$ cat src/rtl/pwm_timer_pkg.sv
// Shared definitions for the PWM timer core.
//   - arb_state_t : state encoding of the prescale arbiter FSM
//   - RAT_W / MAX_RAT / DEF_RAT : divider ratio width, largest legal ratio, reset ratio
//   - ratio_legal() : legality rule for a requested divider update
package pwm_timer_pkg;

  localparam int RAT_W   = 16;
  localparam int MAX_RAT = 255;
  localparam int DEF_RAT = 2;

  typedef enum logic [1:0] {
    IDLE     = 2'd0,
    WAIT_BND = 2'd1,
    RESP     = 2'd2
  } arb_state_t;

  // A disable request carries no ratio, so it is always legal. An enable
  // request needs a ratio the divider can realise: at least 2 (a ratio of 1
  // would give no divided period at all) and no more than max_rat.
  function automatic logic ratio_legal(input logic        en,
                                       input logic [31:0] rat,
                                       input logic [31:0] max_rat);
    return !en || ((rat >= 32'd2) && (rat <= max_rat));
  endfunction

endpackage

$ cat src/rtl/pwm_rr_picker.sv
// Combinational round-robin first-one finder.
// Ports:
//   req [NUM_REQ-1:0] : request vector
//   ptr [IDX_W-1:0]   : index with highest priority this cycle
//   idx [IDX_W-1:0]   : first set request at or after ptr, wrapping
//   vld               : at least one request is set (idx meaningful)
module pwm_rr_picker #(
  parameter int NUM_REQ = 4,
  parameter int IDX_W   = (NUM_REQ > 1) ? $clog2(NUM_REQ) : 1
) (
  input  logic [NUM_REQ-1:0] req,
  input  logic [IDX_W-1:0]   ptr,
  output logic [IDX_W-1:0]   idx,
  output logic               vld
);

  logic [IDX_W-1:0] cand;

  // Walk from the farthest position back toward ptr so the last hit written
  // is the nearest one in round-robin order.
  always_comb begin
    idx  = '0;
    vld  = 1'b0;
    cand = '0;
    for (int k = NUM_REQ - 1; k >= 0; k--) begin
      cand = IDX_W'((int'(ptr) + k) % NUM_REQ);
      if (req[cand]) begin
        idx = cand;
        vld = 1'b1;
      end
    end
  end

endmodule

$ cat src/rtl/pwm_prescale_arbiter.sv
// Shares the PWM core clock divider among NUM_REQ channel controllers.
// Requests are arbitrated round-robin, the ratio is validated, and an accepted
// update is applied only on a divided-period boundary (or immediately when the
// divider is stopped) so the divided clock never sees a truncated period.
// Ports:
//   ref_clk     : reference clock (the divider's clock)
//   rst         : asynchronous active-high reset
//   req         : per-channel update request, level, held until gnt/nack
//   req_en      : per-channel requested divider enable
//   req_rat     : per-channel requested ratio, channel i at [i*RAT_W +: RAT_W]
//   gnt / nack  : one-cycle accept / reject pulse to the served channel
//   div_rat     : ratio driven to the divider
//   div_clk_en  : enable driven to the divider
//   period_tick : pulse on the last ref_clk cycle of each divided period
//   busy        : an accepted update is waiting for its boundary
module pwm_prescale_arbiter #(
  parameter int NUM_REQ = 4,
  parameter int RAT_W   = pwm_timer_pkg::RAT_W,
  parameter int MAX_RAT = pwm_timer_pkg::MAX_RAT,
  parameter int DEF_RAT = pwm_timer_pkg::DEF_RAT
) (
  input  logic                     ref_clk,
  input  logic                     rst,
  input  logic [NUM_REQ-1:0]       req,
  input  logic [NUM_REQ-1:0]       req_en,
  input  logic [NUM_REQ*RAT_W-1:0] req_rat,
  output logic [NUM_REQ-1:0]       gnt,
  output logic [NUM_REQ-1:0]       nack,
  output logic [RAT_W-1:0]         div_rat,
  output logic                     div_clk_en,
  output logic                     period_tick,
  output logic                     busy
);

  import pwm_timer_pkg::*;

  localparam int IDX_W = (NUM_REQ > 1) ? $clog2(NUM_REQ) : 1;

  arb_state_t       state, state_nxt;
  logic [IDX_W-1:0] ptr;
  logic [IDX_W-1:0] pick_idx;
  logic             pick_vld;
  logic [RAT_W-1:0] pick_rat;
  logic             pick_legal;

  logic [IDX_W-1:0] sel_idx;
  logic             sel_en;
  logic [RAT_W-1:0] sel_rat;
  logic             sel_nack;

  logic [RAT_W-1:0] cnt;
  logic             load;
  logic             apply;
  logic             advance_ptr;

  pwm_rr_picker #(
    .NUM_REQ (NUM_REQ),
    .IDX_W   (IDX_W)
  ) u_picker (
    .req (req),
    .ptr (ptr),
    .idx (pick_idx),
    .vld (pick_vld)
  );

  // Constant-index mux keeps the ratio select free of variable part-selects.
  always_comb begin
    pick_rat = '0;
    for (int i = 0; i < NUM_REQ; i++) begin
      if (pick_idx == IDX_W'(i)) pick_rat = req_rat[i*RAT_W +: RAT_W];
    end
  end

  assign pick_legal  = ratio_legal(req_en[pick_idx], 32'(pick_rat), 32'(MAX_RAT));
  assign period_tick = div_clk_en && (cnt == (div_rat - RAT_W'(1)));

  always_comb begin
    state_nxt   = state;
    load        = 1'b0;
    apply       = 1'b0;
    advance_ptr = 1'b0;
    unique case (state)
      IDLE: begin
        if (pick_vld) begin
          load      = 1'b1;
          state_nxt = pick_legal ? WAIT_BND : RESP;
        end
      end
      WAIT_BND: begin
        // A withdrawn request is dropped silently; the pointer stays put so
        // the same channel keeps its priority.
        if (!req[sel_idx]) begin
          state_nxt = IDLE;
        end else if (!div_clk_en || period_tick) begin
          apply     = 1'b1;
          state_nxt = RESP;
        end
      end
      RESP: begin
        advance_ptr = 1'b1;
        state_nxt   = IDLE;
      end
      default: state_nxt = IDLE;
    endcase
  end

  always_comb begin
    gnt  = '0;
    nack = '0;
    for (int i = 0; i < NUM_REQ; i++) begin
      gnt[i]  = (state == RESP) && !sel_nack && (sel_idx == IDX_W'(i));
      nack[i] = (state == RESP) &&  sel_nack && (sel_idx == IDX_W'(i));
    end
  end

  assign busy = (state == WAIT_BND);

  always_ff @(posedge ref_clk or posedge rst) begin
    if (rst) begin
      state      <= IDLE;
      ptr        <= '0;
      sel_idx    <= '0;
      sel_en     <= 1'b0;
      sel_rat    <= '0;
      sel_nack   <= 1'b0;
      div_rat    <= RAT_W'(DEF_RAT);
      div_clk_en <= 1'b0;
      cnt        <= '0;
    end else begin
      state <= state_nxt;
      if (load) begin
        sel_idx  <= pick_idx;
        sel_en   <= req_en[pick_idx];
        sel_rat  <= pick_rat;
        sel_nack <= !pick_legal;
      end
      if (advance_ptr) begin
        ptr <= (sel_idx == IDX_W'(NUM_REQ - 1)) ? '0 : sel_idx + IDX_W'(1);
      end
      // The update lands on the same edge the counter restarts, so the new
      // ratio starts with a full period.
      if (apply) begin
        div_clk_en <= sel_en;
        if (sel_en) div_rat <= sel_rat;
        cnt <= '0;
      end else if (div_clk_en) begin
        cnt <= period_tick ? '0 : cnt + RAT_W'(1);
      end
    end
  end

endmodule
$ cat config.mk
export PLATFORM = sky130hd
export DESIGN_NAME = pwm_prescale_arbiter
export DESIGN_NICKNAME = d
export VERILOG_FILES = /design/src/rtl/pwm_timer_pkg.sv /design/src/rtl/pwm_rr_picker.sv /design/src/rtl/pwm_prescale_arbiter.sv
export SDC_FILE = /design/constraint.sdc
export NUM_CORES = 1
export LEC_CHECK = 0
export CAP_MARGIN = 25
export CORE_UTILIZATION = 29
export CTS_BUF_LIST = sky130_fd_sc_hd__clkbuf_8
export DETAILED_ROUTE_END_ITERATION = 6
export GPL_ROUTABILITY_DRIVEN = 0
export PLACE_DENSITY = 0.55
export SYNTH_ARGS = -nofsm -noshare
export SYNTH_HDL_FRONTEND = slang
export SYNTH_SLANG_ARGS = --single-unit
$ cat constraint.sdc
create_clock -name ref_clk -period 2.85 [get_ports ref_clk]
set_input_delay 0.57 -clock ref_clk [delete_from_list [all_inputs] [get_ports ref_clk]]
set_output_delay 0.57 -clock ref_clk [all_outputs]
set_load 0.1 [all_outputs]
Word-level counts from Yosys, hierarchy flattened. Cells that the tools add are included.

Bits in registers: 57. Output and inout port bits: 27.

$add $sub $neg: 6. $lt $le $gt $ge: 8. Eq/ne operators: 11. Muxes and demuxes: 39. Reduce and logical (&&, ||, !) cells: 24.

Operators with widths (number): 16-bit 2-to-1 mux (7); 2-bit by 3-bit less-than comparator with 1-bit output (second input constant) (6); 2-bit 2-to-1 mux (9); 16-bit by 1-bit adder with 16-bit output (second input constant) (1); 16-bit equality test (1); 16-bit by 2-bit >= comparator with 1-bit output (second input constant) (1); 16-bit by 8-bit <= comparator with 1-bit output (second input constant) (1); 1-bit 2-to-1 mux (16); 16-bit by 1-bit subtractor with 16-bit output (second input constant) (1); 1-bit binary-select mux with 2-bit select (6); 1-bit logical AND (12); 2-bit equality test (second input constant) (5); 2-bit by 1-bit equality test with 1-bit output (second input constant) (3); 2-bit zero test (3); 2-bit by 1-bit adder with 2-bit output (second input constant) (2); 2-bit adder (second input constant) (2); 1-bit zero test (4); 2-bit case mux with 2 select lines (1); 2-bit AND reduction (2); 3-bit by 2-bit != test with 1-bit output (second input constant) (1); 1-bit logical OR (2); 2-bit != test (second input constant) (1); 2-bit nonzero test (1).

Depth between registers and ports, before layout. Gate-level depths: netlist of run 1.

Depth after elaboration: 18. Depth in mapped cells: 11.

Hierarchy. From an unflattened synthesis of run 1, not the netlist that was laid out.

Cell total of the unflattened synthesis: 449. Area, all modules: 4396.7 µm².

By module, submodules not included: pwm_prescale_arbiter (times used 1, cells an instance 436, area each 4319.1 µm², seq. area each 1427.6 µm²); pwm_rr_picker (times used 1, cells an instance 13, area each 77.6 µm², seq. area each 0.0 µm²).

Worst setup path after synthesis of run 1. OpenSTA, ideal clock, no wires.

Path kind: flip-flop to output port. From: reg div_rat[6]. To: out period_tick. Arrival time: 3.820 ns. Setup slack: -1.540 ns. Cell stages (with the launch flop): 9. Path buffers: 1. Cell sequence: dfrtp_1 > buf_6 > or4_4 > or3_4 > nor4_1 > xnor2_1 > nor2_1 > nand4_2 > nor2_1.

Word-level cells in the longest chain between the ends: 3.

RTL lines: from (decl) (line pwm_prescale_arbiter.sv:29) `output logic [RAT_W-1:0] div_rat,`; from (signal assigned) (line pwm_prescale_arbiter.sv:126) `div_rat <= RAT_W'(DEF_RAT);`; from (signal assigned) (line pwm_prescale_arbiter.sv:144) `if (sel_en) div_rat <= sel_rat;`; 16-bit by 1-bit subtractor with 16-bit output (line pwm_prescale_arbiter.sv:75) `assign period_tick = div_clk_en && (cnt == (div_rat - RAT_W'(1)));`; 16-bit equality test (line pwm_prescale_arbiter.sv:75); 1-bit logical AND (line pwm_prescale_arbiter.sv:75); to (decl) (line pwm_prescale_arbiter.sv:31) `output logic period_tick,`.

Every way passes these cells.

Worst setup path in the final report of run 1.
From: reg div_rat[9]. To: out period_tick.

The elaborated chain is that of the path after synthesis.

==> results.json, run 1 <==
{
  "result_of_the_run": "finished with violations",
  "failed_checks": "setup timing",
  "placeableCoreArea_sq_um": 12300,
  "final.hold.worst_slack_ps": 480,
  "most-common-layout-cells": "73 x clkdlybuf4s50_1, 59 x buf_4, 47 x dfrtp_1",
  "setup-violations-final": 32,
  "maxClockFrequency_mhz": 320,
  "power_density_nw_per_um2": 1160,
  "fin_ws_ps": -279,
  "global_route_wire_length_before_repair_um": 16600,
  "average_vias_per_placed_instance": 4.82,
  "globalRouteOverflowTotal": 0,
  "postSynthRegisterBits": 57,
  "overall_die_area_sq_um": 13300,
  "clock_tree_from_tritoncts": "done",
  "worstPathArrival_ps": 2560,
  "antenna_found_initial": 0,
  "crit_family": "simple AND/OR/NAND/NOR gates",
  "insertion_delay_ps": 350,
  "clock-skew-final_ps": 5.02,
  "post_synth.cell_area_avg_sq_um": 9.64,
  "syn-instance-count": 385,
  "finalInstanceArea_sq_um": 5640,
  "clock_tree.root_cell": "clkbuf_8",
  "synth_enable_flop_cells": 0,
  "slew_violations": 0,
  "max_cap_viol_count": 0,
  "layout.area.seq_sq_um": 1440,
  "htree_num_levels": 3,
  "grt_setup_unrepaired": "true",
  "count_of_standard_cell_rows": 40,
  "top_level_ports": 101,
  "first_iter_violations": 99,
  "netlist_area_before_placement_sq_um": 3710,
  "cp_slowest_cell": "or4_4",
  "syn2layout_area_growth_pct": 52.0,
  "critical_path.cell_chain": "or4_4, or3_4, a211oi_2, a31oi_1, nor2_1, nand4_4, nor2_4, buf_12",
  "final.min_clock_period_ps": 3130,
  "timing.critical_path.fanout_max": 3,
  "grt_usage_pct": 16.3,
  "final_layout_size_suffix_gt1_share_pct": 33.3,
  "placed_cell_area_sq_um": 5260,
  "via_count": 3355,
  "layout.nets": 603,
  "insertedDiodeCount": 0,
  "detail_route.drc_violations": 0,
  "final_antenna_net_count": 0,
  "yosys_most_used_dff": "dfrtp_1",
  "final_core_utilization_pct": 46.0,
  "cts_hold_buf": 0,
  "routed_wirelength_um": 9880,
  "synth_cell_types": 51,
  "grt_max_degree": 36,
  "multiInputGateArea_sq_um": 2340,
  "cts_inserted_buffers": 9,
  "synth_seq_area_share_pct": 38.5,
  "clock_path_buffers": 2,
  "dpl.hpwl_um": 7600,
  "dieWidth_um": 115,
  "port-buffer-count": 100,
  "timing.critical_path.buf_inv": 1,
  "fin_setup_tns_ps": -3240,
  "first_pass_iters": 4,
  "hp-class": "register to register",
  "critPathRequiredTime_ps": 2280,
  "initial_core_util_pct": 30.3,
  "tritoncts_num_sinks": 57,
  "irDropWorstVdd_v": 0.000398,
  "leakage_nw": 2.44,
  "post-layout-total-power_w": 0.00655,
  "chipHeight_um": 115,
  "setup.worst_path.class": "register to output port",
  "synth-warning-count": 0,
  "type_of_element_launching_the_critical_path": "register",
  "slew-limit-headroom_pct": 61.3,
  "final.period_utilization_pct": 110,
  "vias_in_the_first_global_route": 3337,
  "fill_count": 1139,
  "least_margin_pin_slew_ps": 581,
  "syn-num-nets": 465,
  "clkTransAtPathRegs_ps": 70,
  "hold_viol": 0,
  "wl_per_cell_um": 14.2,
  "async_flop_share_pct": 100,
  "max_stage_delay_ps": 540,
  "mostFrequentLayoutCell": "clkdlybuf4s50_1",
  "worstSetupEndpointType": "output port"
}
-- tightest hold or removal path: cells and delay by family (launching register included) --
family             cells  cell delay, ps
AOI/OAI and AO/OA      1              60
DFF                    1             340
and+or+nand+nor        1              40
-- worst paths after layout --
path	endpoint	startpoint	slack, ps	cells past startpoint
setup / recovery	period_tick	div_rat[9]$_DFFE_PP0P_	-280	8
hold / removal	sel_rat[3]$_DFFE_PP0P_	sel_rat[3]$_DFFE_PP0P_	480	2
setup reg to reg	state[0]$_DFFE_PP0P_	div_rat[9]$_DFFE_PP0P_	-250	10
hold reg to reg	sel_rat[3]$_DFFE_PP0P_	sel_rat[3]$_DFFE_PP0P_	480	2
max in group asynchronous	div_rat[10]$_DFFE_PP0P_	rst	1670	3
min in group asynchronous	cnt[4]$_DFFE_PP0P_	rst	590	2
-- registers in the layout, summed over array words and instances, names as in the netlist --
register	count
div_rat	16
div_clk_en	1
sel_en	1
sel_nack	1
sel_idx	2
sel_rat	16
ptr	2
state	2
cnt	16
-- layout make-up --
class                      instances  share of cell area [%]
tap                              168                    3.73
inverter                          12                   0.798
multi-input combinational        299                    41.4
sequential                        57                    25.6
timing repair buffer             144                    24.7
clock inverter                     4                   0.887
clock buffer                      12                    2.93
-- layer usage --
metal	up-vias	share of wire, %	global-route usage [%]
met5	-	0	0
met4	0	1.8	6.75
met3	12	3.8	3.11
li1	1660	-	-
met1	1595	46	21.0
met2	88	48	26.7
-- cell usage after synthesis (4+ instances only) --
library cell	instances	share of area, %
nand2b_1	9	1.5
or2_2	5	0.84
nand2_1	47	4.8
a31oi_1	4	0.67
nor2b_1	5	0.84
o22ai_1	7	1.2
xnor2_1	22	5.2
clkbuf_1	10	1.0
inv_1	12	1.2
nor4_1	4	0.67
and3_1	4	0.67
nand3_1	7	0.94
mux2_2	34	10
o211ai_1	4	0.81
dfrtp_1	56	38
a21oi_1	6	0.81
nand4_1	5	0.84
mux2i_1	30	8.1
nor3_1	5	0.67
a21o_1	6	1.2
nor2_1	23	2.3
o21ai_0	28	3.8
ha_1	6	2.0
or3_1	5	0.84
-- power by group --
| part | internal (W) | switching, W | total, W |
|---|---|---|---|
| combinational | 0.00173 | 0.00243 | 0.00416 |
| sequential | 0.00118 | 0.000388 | 0.00157 |
| clock | 0.000473 | 0.000342 | 0.000815 |
-- logic make-up after synthesis --
| kind of cell | count (synthesis) | share of synthesized area, % |
|---|---|---|
| adder cells (fa/ha/maj) | 6 | 2.02 |
| AO/OA/AOI/OAI | 70 | 12.2 |
| multiplexers | 66 | 19.6 |
| flip-flops | 57 | 38.5 |
| buffers and inverters | 29 | 3.64 |
| XOR/XNOR | 25 | 5.90 |
| AND/OR/NAND/NOR | 132 | 18.2 |
-- per-stage QoR --
stage	instances	setup slack (ps)
after floorplan	385	-425
after global placement	675	-123
after detailed placement	675	-195
after CTS	697	-301
after global routing	696	-410
final	696	-279
-- what timing repair did --
action                     4_1_cts  5_1_grt
buffers inserted                 4        1
hold endpoints to repair         0        0
pin swaps                       14        3
resized for setup               17        9
setup endpoints to repair       24       34
cloned                           2        0
Power figures use the tool's default switching activity.
==> run 2, diff against run 1 <==
--- a/config.mk
+++ b/config.mk
@@ -5,12 +5,11 @@
 export SDC_FILE = /design/constraint.sdc
 export NUM_CORES = 1
 export LEC_CHECK = 0
-export CAP_MARGIN = 25
 export CORE_UTILIZATION = 29
 export CTS_BUF_LIST = sky130_fd_sc_hd__clkbuf_8
 export DETAILED_ROUTE_END_ITERATION = 6
 export GPL_ROUTABILITY_DRIVEN = 0
-export PLACE_DENSITY = 0.55
+export PLACE_DENSITY = 0.53
 export SYNTH_ARGS = -nofsm -noshare
 export SYNTH_HDL_FRONTEND = slang
 export SYNTH_SLANG_ARGS = --single-unit
==> constraint.sdc (replaced) <==
create_clock -name ref_clk -period 2.9 [get_ports ref_clk]
set_input_delay 0.58 -clock ref_clk [delete_from_list [all_inputs] [get_ports ref_clk]]
set_output_delay 0.58 -clock ref_clk [all_outputs]
set_load 0.1 [all_outputs]
==> run 2 against run 1 <==
The run still ends with setup timing left. Critical path depth did not move. First-iteration DRC count is 7.1% lower. Flip-flop and latch count unchanged. Sequential power about the same. Routed wire length is 1.3% higher. Register-to-register slack gained 220 ps. Sequential share of layout area increased by 0.53 points. Global-route usage about the same. Non-clock buffer count down 1. Die area did not move. Largest cell class unchanged.
==> results.json, run 2 (synthesis results as in run 1) <==
{
  "detail_route.drc_violations": 0,
  "wl_per_cell_um": 14.4,
  "vias_in_the_first_global_route": 3252,
  "fin_ws_ps": -252,
  "crit-reg2reg-capture": "cnt[9]$_DFFE_PP0P_",
  "routed_wirelength_um": 10000,
  "clock_tree_from_tritoncts": "done",
  "initial_core_util_pct": 30.3,
  "whs_endpoint": "sel_rat[1]$_DFFE_PP0P_",
  "reg_top3": "cnt x16, div_rat x16, sel_rat x16",
  "maxClockFrequency_mhz": 317,
  "irDropWorstVdd_v": 0.000511,
  "power_density_nw_per_um2": 1150,
  "post-layout-total-power_w": 0.00634,
  "hold_viol": 0,
  "placed_cell_area_sq_um": 5220,
  "hp-class": "register to register",
  "grt_max_degree": 36,
  "worstPathArrival_ps": 2570,
  "antenna_found_initial": 0,
  "overall_die_area_sq_um": 13300,
  "critPathRequiredTime_ps": 2320,
  "via_count": 3311,
  "slew_violations": 0,
  "tritoncts_num_sinks": 57,
  "insertion_delay_ps": 350,
  "final.hold.worst_slack_ps": 480,
  "grt_setup_unrepaired": "true",
  "clock-skew-final_ps": 12.4,
  "port-buffer-count": 100,
  "setup.worst_path.class": "register to output port",
  "slew-limit-headroom_pct": 60.5,
  "result_of_the_run": "finished with violations",
  "type_of_element_launching_the_critical_path": "register",
  "leakage_nw": 2.42,
  "dpl.hpwl_um": 7840,
  "finalInstanceArea_sq_um": 5530,
  "count_of_standard_cell_rows": 40,
  "htree_num_levels": 3,
  "crit-reg2reg-launch": "div_rat[9]$_DFFE_PP0P_",
  "clock_tree.root_cell": "clkbuf_8",
  "syn2layout_area_growth_pct": 48.9,
  "dieWidth_um": 115,
  "final_antenna_net_count": 0,
  "timing.reg2reg.worst_path_depth": 10,
  "max_cap_viol_count": 0,
  "average_vias_per_placed_instance": 4.76,
  "least_margin_pin_slew_ps": 591,
  "pre_cts_slack_ps": -125,
  "final_layout_size_suffix_gt1_share_pct": 30.7,
  "rrSetupSlack_ps": -30,
  "first_iter_violations": 92,
  "timing.critical_path.fanout_max": 3,
  "mostFrequentLayoutCell": "clkdlybuf4s50_1",
  "global_route_wire_length_before_repair_um": 16400,
  "most-common-layout-cells": "73 x clkdlybuf4s50_1, 62 x buf_4, 47 x nand2_1, 47 x dfrtp_1, 34 x mux2_2",
  "layout.nets": 602,
  "failed_checks": "setup timing",
  "final.min_clock_period_ps": 3150,
  "holdPathStages": 2,
  "setup-violations-final": 21,
  "final.period_utilization_pct": 109,
  "grt_usage_pct": 16.3,
  "insertedDiodeCount": 0,
  "globalRouteOverflowTotal": 0,
  "chipHeight_um": 115,
  "min-delay-start": "sel_rat[1]$_DFFE_PP0P_",
  "final_core_utilization_pct": 45.1,
  "top_level_ports": 101,
  "clkTransAtPathRegs_ps": 70,
  "cts_inserted_buffers": 9,
  "first_pass_iters": 4,
  "placeableCoreArea_sq_um": 12300,
  "clock_path_buffers": 2,
  "worstSetupEndpointType": "output port"
}
run 2: cell types whose count changed in the layout (fill, tap and decap cells not counted), moves of 2 or more:
cell	before	now
buf_12	9	5
o21ai_1	0	4
o21ai_2	4	0
buf_4	59	62
clkbuf_8	12	10
clkinvlp_4	2	0
nor4_1	0	2
o311ai_1	0	2
run 2: worst max-delay path by stage:
stage | from | end | slack [ps] | cells past startpoint
2_1_floorplan | div_rat[6]$_DFFE_PP0P_ | period_tick | -390 | 8
3_3_place_gp | req[0] | sel_nack$_DFFE_PP0P_ | -80 | 11
3_5_place_dp | req[0] | sel_nack$_DFFE_PP0P_ | -120 | 11
4_1_cts | div_rat[9]$_DFFE_PP0P_ | period_tick | -270 | 8
5_1_grt | div_rat[9]$_DFFE_PP0P_ | period_tick | -350 | 8
6_report | div_rat[9]$_DFFE_PP0P_ | period_tick | -250 | 8
run 2: timing repair:
item,CTS,global route
endpoints found under the hold margin,0,0
gates cloned,1,0
gates resized for setup,5,5
buffers inserted,3,0
pin swaps,5,4
endpoints found under the setup margin,5,31
hold buffers,0,0
run 2: critical path: stages (launching register included):
cell and delay [ps]:
dfrtp_2 400, or4_4 540, or3_4 380, nor4_4 190, xnor2_2 120, nor2_2 160
nand4_4 140, nor2_4 120, buf_12 180
run 2: metal layers:
layer | GRT usage (%) | up-vias | part of all wire, %
li1 | - | 1664 | -
met1 | 20.5 | 1544 | 46
met2 | 26.7 | 94 | 46
met3 | 5.06 | 9 | 5.8
met4 | 4.94 | 0 | 1.3
met5 | 0 | - | 0
run 2: where the power goes:
group          internal (W)  switching [W]  leakage [nW]
combinational       0.00162        0.00235          1.59
clock              0.000502       0.000333         0.117
sequential          0.00116       0.000377         0.711
total               0.00328        0.00306          2.42
run 2: layout make-up:
| type | count | area [sq um] |
|---|---|---|
| clock buffers | 10 | 138 |
| clock inverters | 6 | 82.6 |
| fillers | 1199 | 6740 |
| inverters | 12 | 45.0 |
| multi-input cells | 299 | 2260 |
| flip-flops and latches | 57 | 1440 |
| well taps | 168 | 210 |
| repair buffers | 143 | 1350 |
run 2: per-stage QoR:
stage,std cells,setup TNS (ps)
floorplan,385,-5510
global placement,675,-244
detailed placement,675,-315
CTS,695,-478
global route,695,-2800
finish,695,-535
==> run 3, diff against run 2 <==
--- a/config.mk
+++ b/config.mk
@@ -13,3 +13,4 @@
 export SYNTH_ARGS = -nofsm -noshare
 export SYNTH_HDL_FRONTEND = slang
 export SYNTH_SLANG_ARGS = --single-unit
+export TNS_END_PERCENT = 20
==> constraint.sdc (replaced) <==
create_clock -name ref_clk -period 3.9 [get_ports ref_clk]
set_input_delay 0.78 -clock ref_clk [delete_from_list [all_inputs] [get_ports ref_clk]]
set_output_delay 0.78 -clock ref_clk [all_outputs]
set_load 0.1 [all_outputs]
==> run 3 against run 2 <==
The run now ends clean. Core utilization decreased by 2.9 points. Final cell count decreased by 4.9%. First-iteration DRC count increased by 41%. Hold slack improved by 5.1 ps. Setup slack improved by 450 ps. Register-to-register slack improved by 590 ps. Global-route usage decreased by 0.19 points. Flip-flop and latch count unchanged. Die area unchanged. Clock skew decreased by 3.7 ps. Clock power decreased by 28%. Critical endpoint unchanged.
==> results.json, run 3 (synthesis results as in run 1) <==
{
  "result_of_the_run": "completed",
  "worstSetupEndpointType": "output port",
  "global_route_wire_length_before_repair_um": 16300,
  "clock_path_buffers": 2,
  "critPathRequiredTime_ps": 3120,
  "slew-limit-headroom_pct": 31.5,
  "hp-class": "register to register",
  "reg_top3": "cnt x16, div_rat x16, sel_rat x16",
  "detail_route.drc_violations": 0,
  "multiInputGateArea_sq_um": 2190,
  "worstPathArrival_ps": 2930,
  "hold_viol": 0,
  "least_margin_pin_slew_ps": 1020,
  "maxClockFrequency_mhz": 270,
  "wl_per_cell_um": 14.9,
  "slew_violations": 0,
  "grt_max_degree": 36,
  "top_level_ports": 101,
  "grt_setup_unrepaired": "false",
  "mostFrequentLayoutCell": "clkdlybuf4s50_1",
  "most-common-layout-cells": "90 x clkdlybuf4s50_1, 56 x dfrtp_1, 47 x nand2_1",
  "dieWidth_um": 115,
  "placeableCoreArea_sq_um": 12300,
  "port-buffer-count": 100,
  "total_switching_power_w": 0.00216,
  "cts_inserted_buffers": 9,
  "via_count": 3166,
  "antenna_found_initial": 0,
  "final.min_clock_period_ps": 3710,
  "final.period_utilization_pct": 95.1,
  "proportion_of_power_drawn_by_the_clock_network_pct": 13.8,
  "insertedDiodeCount": 0,
  "design_internal_power_w": 0.00221,
  "first_iter_violations": 130,
  "layout.nets": 569,
  "setup.worst_path.class": "register to output port",
  "syn2layout_area_growth_pct": 39.2,
  "grt_util_met3_pct": 4.01,
  "leakage_nw": 2.20,
  "irDropWorstVdd_v": 0.000657,
  "placed_cells_incl_taps": 646,
  "insertion_delay_ps": 340,
  "timing.critical_path.fanout_max": 6,
  "max_cap_viol_count": 0,
  "overall_die_area_sq_um": 13300,
  "final_antenna_net_count": 0,
  "initial_core_util_pct": 30.3,
  "clock_tree.root_cell": "clkbuf_8",
  "htree_num_levels": 3,
  "type_of_element_launching_the_critical_path": "register",
  "fin_setup_tns_ps": 0,
  "routing_layer_with_the_top_usage_in_global_route": "met2",
  "clock_tree_from_tritoncts": "done",
  "first_pass_iters": 4,
  "layout.area.seq_sq_um": 1430,
  "final_layout_size_suffix_gt1_share_pct": 17.8,
  "fill_count": 1213,
  "sw_frac_of_total_pct": 49.4,
  "power.sequential.fraction_pct": 26.7,
  "fin_cells": 661,
  "clock-skew-final_ps": 8.64,
  "setup-violations-final": 0,
  "global_route.usage.met2_pct": 27.5,
  "count_of_standard_cell_rows": 40,
  "grt_usage_pct": 16.1,
  "power_density_nw_per_um2": 845,
  "cts_hold_buf": 0,
  "dpl.hpwl_um": 7710,
  "chipHeight_um": 115,
  "average_vias_per_placed_instance": 4.79,
  "globalRouteOverflowTotal": 0,
  "grtUsageMet1_pct": 20.1,
  "tritoncts_num_sinks": 57,
  "vias_in_the_first_global_route": 3205,
  "p_comb_share_pct": 59.5,
  "routed_wirelength_um": 9860,
  "clkTransAtPathRegs_ps": 70
}
run 3: cell count changes in the layout (fill, tap and decap cells not counted), sizes merged:
cell,before,now
buf,70,20
clkbuf,10,9
clkdlybuf4s50,73,90
clkinv,3,4
inv,13,12
run 3: per-layer routing:
| layer | wire (um) | vias to the layer above | part of all wire, % |
|---|---|---|---|
| met5 | 0 | - | 0 |
| met4 | 63 | 0 | 0.64 |
| met3 | 321 | 6 | 3.3 |
| met2 | 5040 | 48 | 51 |
| met1 | 4440 | 1521 | 45 |
| li1 | - | 1591 | - |
run 3: what timing repair did:
item / in CTS / in global routing
resized for setup: 0 / 1
setup endpoints to repair: 0 / 1
buffers inserted: 0 / 0
run 3: power groups by stage:
stage                     Clock (W)  Combinational, W  Sequential [W]
final                      0.000603           0.00260         0.00117
after global routing       0.000650           0.00282         0.00121
after CTS                  0.000620           0.00260         0.00117
after detailed placement          0           0.00259         0.00118
after global placement            0           0.00256         0.00118
after floorplan                   0           0.00143         0.00168
run 3: final timing paths:
path / start / to / slack [ps] / depth (start not counted)
worst min register to register: sel_rat[3]$_DFFE_PP0P_ / sel_rat[3]$_DFFE_PP0P_ / 490 / 2
min in group asynchronous: rst / div_clk_en$_DFFE_PP0P_ / 810 / 2
max in group asynchronous: rst / div_rat[10]$_DFFE_PP0P_ / 2440 / 3
worst min-delay path: sel_rat[3]$_DFFE_PP0P_ / sel_rat[3]$_DFFE_PP0P_ / 490 / 2
worst max register to register: div_rat[9]$_DFFE_PP0P_ / state[0]$_DFFE_PP0P_ / 560 / 8
worst max-delay path: div_rat[9]$_DFFE_PP0P_ / period_tick / 190 / 8
run 3: layout make-up:
cell class                      count  area share, %
Sequential cell                    57           27.6
Timing Repair Buffer              110           21.1
Multi-Input combinational cell    299           42.3
Tap cell                          168           4.07
Clock buffer                        9           2.40
Inverter                           12          0.872
Clock inverter                      6           1.62
run 3: worst max-delay path, cell delays in order (launching register included):
cell     delay [ps]
dfrtp_1         430
or4_4           570
or3_4           390
nor4_1          280
xnor2_1         140
nor2_1          200
nand4_4         230
nor2_4          160
buf_12          180
run 3: per-stage QoR:
step | util [%] | total power [W] | cell area (sq um) | worst slack (ps) | hold WS (ps)
finish | 42.1 | 0.00436 | 5160 | 193 | 485
global route | 42.1 | 0.00468 | 5160 | 22.5 | 515
CTS | 42.1 | 0.00439 | 5160 | 120 | 490
detailed placement | 40.4 | 0.00377 | 4950 | 351 | 470
global placement | 40.4 | 0.00375 | 4950 | 437 | 467
floorplan | - | 0.00311 | 3720 | 43.3 | 444
